$ cat src/rtl/tetris_pkg.sv
// +----------------------------------------------------------------------------+
// | Module   : tetris_pkg                                                      |
// | Brief    : Shared board geometry, line-clear FSM encoding, score function. |
// |            Define SCORE_BONUS_EN for the multi-line bonus score table.     |
// | Revision : 1.0                                                             |
// +----------------------------------------------------------------------------+
`default_nettype none

package tetris_pkg;

    localparam int c_ROWS  = 20;
    localparam int c_COLS  = 10;
    localparam int c_CNT_W = 6;

    typedef enum logic [2:0] {
        S_IDLE    = 3'd0,
        S_SCAN    = 3'd1,
        S_FLASH   = 3'd2,
        S_COMPACT = 3'd3,
        S_FILL    = 3'd4,
        S_DONE    = 3'd5
    } state_t;

    function automatic logic [7:0] scoreAdd(input logic [5:0] k);
`ifdef SCORE_BONUS_EN
        logic [7:0] v;
        case (k)
            6'd0:    v = 8'd0;
            6'd1:    v = 8'd1;
            6'd2:    v = 8'd3;
            6'd3:    v = 8'd5;
            default: v = {1'b0, k, 1'b0};
        endcase
        return v;
`else
        return {2'b00, k};
`endif
    endfunction

endpackage

`default_nettype wire

$ cat src/rtl/flash_timer.sv
// +----------------------------------------------------------------------------+
// | Module   : flash_timer                                                     |
// | Brief    : Loadable down-counter; expired is high on the last counted cycle.|
// | Revision : 1.0                                                             |
// +----------------------------------------------------------------------------+
`default_nettype none

module flash_timer #(
    parameter int CYCLES = 25_000_000
) (
    input  logic clk,
    input  logic rst,
    input  logic start,
    output logic expired
);

    localparam int             c_W    = $clog2(CYCLES + 1);
    localparam logic [c_W-1:0] c_LOAD = c_W'(CYCLES);
    localparam logic [c_W-1:0] c_ONE  = c_W'(1);

    logic [c_W-1:0] r_count;

    always_ff @(posedge clk or negedge rst) begin
        if (!rst) begin
            r_count <= '0;
        end else if (start) begin
            r_count <= c_LOAD;
        end else if (r_count != '0) begin
            r_count <= r_count - c_ONE;
        end
    end

    assign expired = (r_count == c_ONE);

endmodule

`default_nettype wire

$ cat src/rtl/line_clear_ctrl.sv
// +----------------------------------------------------------------------------+
// | Module   : line_clear_ctrl                                                 |
// | Brief    : Scans for full rows, flashes them, compacts the board, zero-    |
// |            fills the top and updates the score (SCORE_BONUS_EN selectable).|
// | Revision : 1.0                                                             |
// +----------------------------------------------------------------------------+
`default_nettype none

module line_clear_ctrl
    import tetris_pkg::*;
#(
    parameter int ROWS         = c_ROWS,
    parameter int COLS         = c_COLS,
    parameter int FLASH_CYCLES = 25_000_000,
    parameter int SCORE_MAX    = 99
) (
    input  logic            clk,
    input  logic            rst,
    input  logic            start,
    input  logic            clr_score,
    output logic            busy,
    output logic            done,
    output logic [4:0]      rd_row,
    input  logic [COLS-1:0] rd_data,
    output logic            wr_en,
    output logic [4:0]      wr_row,
    output logic [COLS-1:0] wr_data,
    output logic [ROWS-1:0] flash_rows,
    output logic [4:0]      lines,
    output logic [6:0]      score
);

    localparam logic [c_CNT_W-1:0] c_LAST    = c_CNT_W'(ROWS - 1);
    localparam logic [c_CNT_W-1:0] c_NROWS   = c_CNT_W'(ROWS);
    localparam logic [c_CNT_W-1:0] c_CNT_ONE = c_CNT_W'(1);
    localparam logic [ROWS-1:0]    c_ONE     = ROWS'(1);
    localparam logic [7:0]         c_SMAX    = 8'(SCORE_MAX);
    localparam logic [6:0]         c_SMAX7   = 7'(SCORE_MAX);

    state_t             r_state;
    state_t             w_nextState;
    logic [c_CNT_W-1:0] r_cnt;
    logic [c_CNT_W-1:0] r_dst;
    logic [ROWS-1:0]    r_fullMask;
    logic [4:0]         r_lines;
    logic [6:0]         r_score;

    logic [4:0]         w_rdIdx;
    logic [c_CNT_W-1:0] w_dataIdx;
    logic [ROWS-1:0]    w_dataSel;
    logic               w_dataFull;
    logic               w_scanEnd;
    logic [ROWS-1:0]    w_scanMask;
    logic [c_CNT_W-1:0] w_k;
    logic [7:0]         w_sum;
    logic [6:0]         w_newScore;
    logic               w_timerStart;
    logic               w_expired;

    // Read data returning this cycle belongs to the row addressed on the previous count.
    assign w_rdIdx    = 5'(c_LAST - r_cnt);
    assign w_dataIdx  = c_NROWS - r_cnt;
    assign w_dataSel  = c_ONE << w_dataIdx;
    assign w_dataFull = |(r_fullMask & w_dataSel);
    assign w_scanEnd  = (r_cnt == c_NROWS);
    assign w_scanMask = ((r_cnt != '0) && (&rd_data)) ? (r_fullMask | w_dataSel) : r_fullMask;

    always_comb begin
        w_k = '0;
        for (int i = 0; i < ROWS; i++) begin
            w_k = w_k + {{(c_CNT_W-1){1'b0}}, r_fullMask[i]};
        end
    end

    assign w_sum      = {1'b0, r_score} + scoreAdd(w_k);
    assign w_newScore = (w_sum > c_SMAX) ? c_SMAX7 : w_sum[6:0];

    assign w_timerStart = (r_state == S_SCAN) && w_scanEnd && (w_scanMask != '0);

    flash_timer #(
        .CYCLES (FLASH_CYCLES)
    ) u_flashTimer (
        .clk     (clk),
        .rst     (rst),
        .start   (w_timerStart),
        .expired (w_expired)
    );

    always_comb begin
        w_nextState = r_state;
        busy        = (r_state != S_IDLE);
        done        = 1'b0;
        rd_row      = '0;
        wr_en       = 1'b0;
        wr_row      = '0;
        wr_data     = '0;
        flash_rows  = '0;
        case (r_state)
            S_IDLE: begin
                if (start) w_nextState = S_SCAN;
            end
            S_SCAN: begin
                if (!w_scanEnd) rd_row = w_rdIdx;
                else            w_nextState = (w_scanMask == '0) ? S_DONE : S_FLASH;
            end
            S_FLASH: begin
                flash_rows = r_fullMask;
                if (w_expired) w_nextState = S_COMPACT;
            end
            S_COMPACT: begin
                if (!w_scanEnd) rd_row = w_rdIdx;
                if ((r_cnt != '0) && !w_dataFull) begin
                    wr_en   = 1'b1;
                    wr_row  = r_dst[4:0];
                    wr_data = rd_data;
                end
                if (w_scanEnd) w_nextState = S_FILL;
            end
            S_FILL: begin
                wr_en  = 1'b1;
                wr_row = r_cnt[4:0];
                if ((r_cnt + c_CNT_ONE) == w_k) w_nextState = S_DONE;
            end
            S_DONE: begin
                done        = 1'b1;
                w_nextState = S_IDLE;
            end
            default: w_nextState = S_IDLE;
        endcase
    end

    always_ff @(posedge clk or negedge rst) begin
        if (!rst) begin
            r_state    <= S_IDLE;
            r_cnt      <= '0;
            r_dst      <= '0;
            r_fullMask <= '0;
            r_lines    <= '0;
            r_score    <= '0;
        end else begin
            r_state <= w_nextState;
            case (r_state)
                S_IDLE: begin
                    r_cnt <= '0;
                    r_dst <= c_LAST;
                    if (start) r_fullMask <= '0;
                end
                S_SCAN: begin
                    r_fullMask <= w_scanMask;
                    r_cnt      <= w_scanEnd ? '0 : r_cnt + c_CNT_ONE;
                end
                S_FLASH: begin
                    r_cnt <= '0;
                end
                S_COMPACT: begin
                    if ((r_cnt != '0) && !w_dataFull) r_dst <= r_dst - c_CNT_ONE;
                    r_cnt <= w_scanEnd ? '0 : r_cnt + c_CNT_ONE;
                end
                S_FILL: begin
                    r_cnt <= r_cnt + c_CNT_ONE;
                end
                S_DONE: begin
                    r_lines <= w_k[4:0];
                end
                default: ;
            endcase
            // A new-game clear overrides the end-of-sequence add.
            if (clr_score)              r_score <= '0;
            else if (r_state == S_DONE) r_score <= w_newScore;
        end
    end

    assign lines = r_lines;
    assign score = r_score;

endmodule

`default_nettype wire

$ cat config.mk
export PLATFORM = sky130hd
export DESIGN_NAME = line_clear_ctrl
export DESIGN_NICKNAME = d
export VERILOG_FILES = /design/src/rtl/tetris_pkg.sv /design/src/rtl/flash_timer.sv /design/src/rtl/line_clear_ctrl.sv
export SDC_FILE = /design/constraint.sdc
export NUM_CORES = 1
export LEC_CHECK = 0
export ABC_AREA = 1
export CAP_MARGIN = 0
export CORE_ASPECT_RATIO = 0.75
export CORE_MARGIN = 4
export CORE_UTILIZATION = 45
export CTS_CLUSTER_DIAMETER = 150
export CTS_CLUSTER_SIZE = 40
export DETAILED_ROUTE_END_ITERATION = 10
export PLACE_DENSITY = 0.7
export SLEW_MARGIN = 0
export SYNTH_ARGS = -nofsm -noshare
export SYNTH_HDL_FRONTEND = slang
export SYNTH_SLANG_ARGS = --single-unit
$ cat constraint.sdc
create_clock -name clk -period 4.9 [get_ports clk]
set_clock_uncertainty 0.05 [all_clocks]
set_input_delay 0.49 -clock clk [delete_from_list [all_inputs] [get_ports clk]]
set_output_delay 0.49 -clock clk [all_outputs]
set_load 0.02 [all_outputs]
==> impl_metrics.py <==
metrics = {
    "clock_tree": {
        "clock_latency_ns": 0.34,
        "cts.clk_slew.worst_paths_ns": 0.06,
        "ctsRootBufferMaster": "clkbuf_16",
        "cts_max_path_buffers": 2,
        "cts_num_sinks": 71,
        "postCtsHoldBufs": 0,
        "cts_buffers": 9,
        "cts_tree": "built",
        "cts_max_level": 3,
    },
    "detailed_routing": {
        "firstDrtPassIters": 6,
        "wl_um": 15700,
        "met3_length_um": 1320,
        "wl_met1_um": 7460,
        "drtIter0Drc": 431,
        "drcViolationCount": 0,
        "wl_per_cell_um": 15.3,
        "drt.antenna.violating_nets": 0,
        "via_per_inst": 5.27,
        "top_layer": "met4",
        "dr_wl_met2_um": 6760,
        "vias": 5417,
    },
    "die": {
        "start_util_pct": 46.9,
        "boundaryPins": 69,
        "die_h_um": 104,
        "rows": 34,
        "die_x_um": 136,
        "dieArea_sq_mm": 0.0141,
        "core_area_sq_mm": 0.0118,
    },
    "final_layout": {
        "final_util_pct": 59.2,
        "nNetsFinal": 914,
        "layout_commonest_cell": "nand2_1",
        "areaGrowthSynthToFinish_pct": 26.3,
        "final_cell_mix": "nand2_1 (150), nor2_1 (126), inv_1 (97)",
        "diodes": 0,
        "instances_no_fill": 1027,
        "final_layout_size_suffix_gt1_share_pct": 15.1,
    },
    "placed_design": {
        "dpl.cell_count": 1003,
        "dp_slack_ns": -0.420,
        "hpwl_um": 11800,
        "port_buffers": 68,
        "gp_congestion": 0.929,
    },
    "synthesis": {
        "synth_cell_types": 36,
        "yosys_most_used_dff": "dfrtp_1",
        "ys_top_cells_by_area": "dfrtp_1 (32%), nand2_1 (11%), nor2_1 (8.6%)",
        "synth_fp_nets": 820,
        "synth-seq-cells": 71,
        "ys_warn_count": 0,
        "yosysTopAreaCell": "dfrtp_1",
        "netlist_instances": 766,
        "ys_seq_area_share_pct": 32.1,
        "postSynth.asyncResetShare_pct": 100,
        "syn_area_sq_mm": 0.00553,
        "syn_area_per_cell_sq_um": 7.22,
        "synth_edf_count": 0,
        "synth.top_cell.area_share_pct": 32.1,
    },
    "sta": {
        "setup_viol": 7,
        "maxSlewHeadroom_pct": 25.9,
        "hold_slack_ns": 0.313,
        "tns_ns": -1.92,
        "max_freq_mhz": 192,
        "tightestPinTransition_ns": 1.11,
        "report.final.slew_viol_count": 0,
        "finalHoldViolations": 0,
        "fin_crit_sh_pct": 106,
        "rsz0062_at_grt": "yes",
        "finalCriticalPeriod_ns": 5.21,
        "timing.final.ws_setup_ns": -0.313,
    },
    "run": {
        "cap_violations": 0,
    },
    "global_routing": {
        "grt_pass1_vias": 5226,
        "antenna_found_initial": 0,
        "track_usage_pct": 22.7,
        "grt_max_degree": 48,
        "grt_pass1_wl_um": 26000,
        "gr-total-overflow": 0,
    },
    "run_status": {
        "outcome": "complete, but fails checks",
        "failed_checks": "setup timing",
    },
    "worst_setup_path": {
        "start_kind": "flop",
        "critPathMaxFanout": 4,
        "end_kind": "flop",
        "crit_type": "reg -> reg",
        "required_ns": 5.13,
        "cp.arrival_ns": 5.44,
    },
    "pwr": {
        "ir_drop_mv": 0.209,
        "power_density_mw_per_mm2": 328,
        "p_leak_uw": 0.00318,
    },
    "worst_hold_path": {
        "hold_class": "in -> async",
    },
}
-- layout make-up --
cell class / instances / area [sq um]
fillers: 1077 / 4800
clock inverters: 7 / 80.1
inverters: 110 / 413
flip-flops and latches: 71 / 1780
clock buffers: 9 / 225
well taps: 162 / 203
repair buffers: 104 / 950
multi-input cells: 564 / 3330
-- path summary, 6_finish.rpt --
check                                   start                       to  slack (ns)  cells past startpoint
min in group clk                     lines[4]                 lines[4]        0.43                      2
max in group asynchronous                 rst                 r_dst[0]        3.50                      2
worst max-delay path            r_fullMask[7]                 score[0]       -0.31                     19
worst max register to register  r_fullMask[7]                 score[0]       -0.31                     19
worst min register to register       lines[4]                 lines[4]        0.43                      2
worst min-delay path                      rst  u_flashTimer.r_count[7]        0.31                      1
-- routing by layer --
metal  vias up  GRT usage [%]
met5         -              0
met4         0           4.68
met3        12           4.98
met2       246           32.6
met1      2559           34.9
li1       2600              -
-- worst max-delay path: stages (launching register included) --
cell	delay, ns
dfrtp_1	0.36
inv_2	0.06
fa_1	0.57
fa_1	0.45
fa_1	0.55
fa_1	0.44
fa_1	0.51
inv_2	0.05
ha_4	0.15
fa_2	0.54
inv_2	0.05
fa_2	0.36
o21ai_2	0.18
nand2_1	0.09
a21oi_2	0.14
xor2_1	0.21
nand3b_1	0.14
nand2_2	0.13
o21ai_1	0.07
nand2_1	0.07
-- kinds of logic (layout without fill, tap and decap cells) --
| kind of cell | count (synthesis) | count (layout) | synth area share, % |
|---|---|---|---|
| xor gates and xnor gates | 32 | 32 | 5.07 |
| and+or+nand+nor | 434 | 434 | 36.1 |
| buffers and inverters | 131 | 230 | 9.96 |
| adders and majority gates | 40 | 40 | 11.1 |
| AOI/OAI and AO/OA | 58 | 58 | 5.61 |
| DFF | 71 | 71 | 32.1 |
-- power breakdown --
group,total [uW],switching [uW],internal (uW)
Clock,680,281,400
Combinational,919,616,303
Sequential,691,53.9,637
Total,2290,950,1340
-- sequential cells by signal (all words and copies together), names as in the netlist --
register              count
u_flashTimer.r_count     25
r_dst                     5
r_fullMask               20
lines                     5
r_state                   3
score                     7
r_cnt                     6
-- per-stage QoR --
| step | power [uW] | area (sq um) |
|---|---|---|
| after global placement | 1550 | 6540 |
| after CTS | 2260 | 6930 |
| after detailed placement | 1570 | 6540 |
| after global routing | 2430 | 6980 |
| after floorplan | 1360 | 5590 |
| final | 2290 | 6980 |
-- repair_timing --
action                                  in CTS  in global routing
resized for setup                           12                 12
endpoints found under the setup margin      10                 12
pin swaps                                   17                 16
gates cloned                                 0                  0
buffers inserted                             6                  2
-- Yosys cell counts, drive strengths merged (11+ instances only) --
master / n
o21ai: 37
nand3: 91
o22ai: 11
nor2: 143
xor2: 21
fa: 15
inv: 109
dfrtp: 71
ha: 25
nand2: 166
buf: 14
xnor2: 11
No activity file was read; power rests on OpenSTA's default activity.
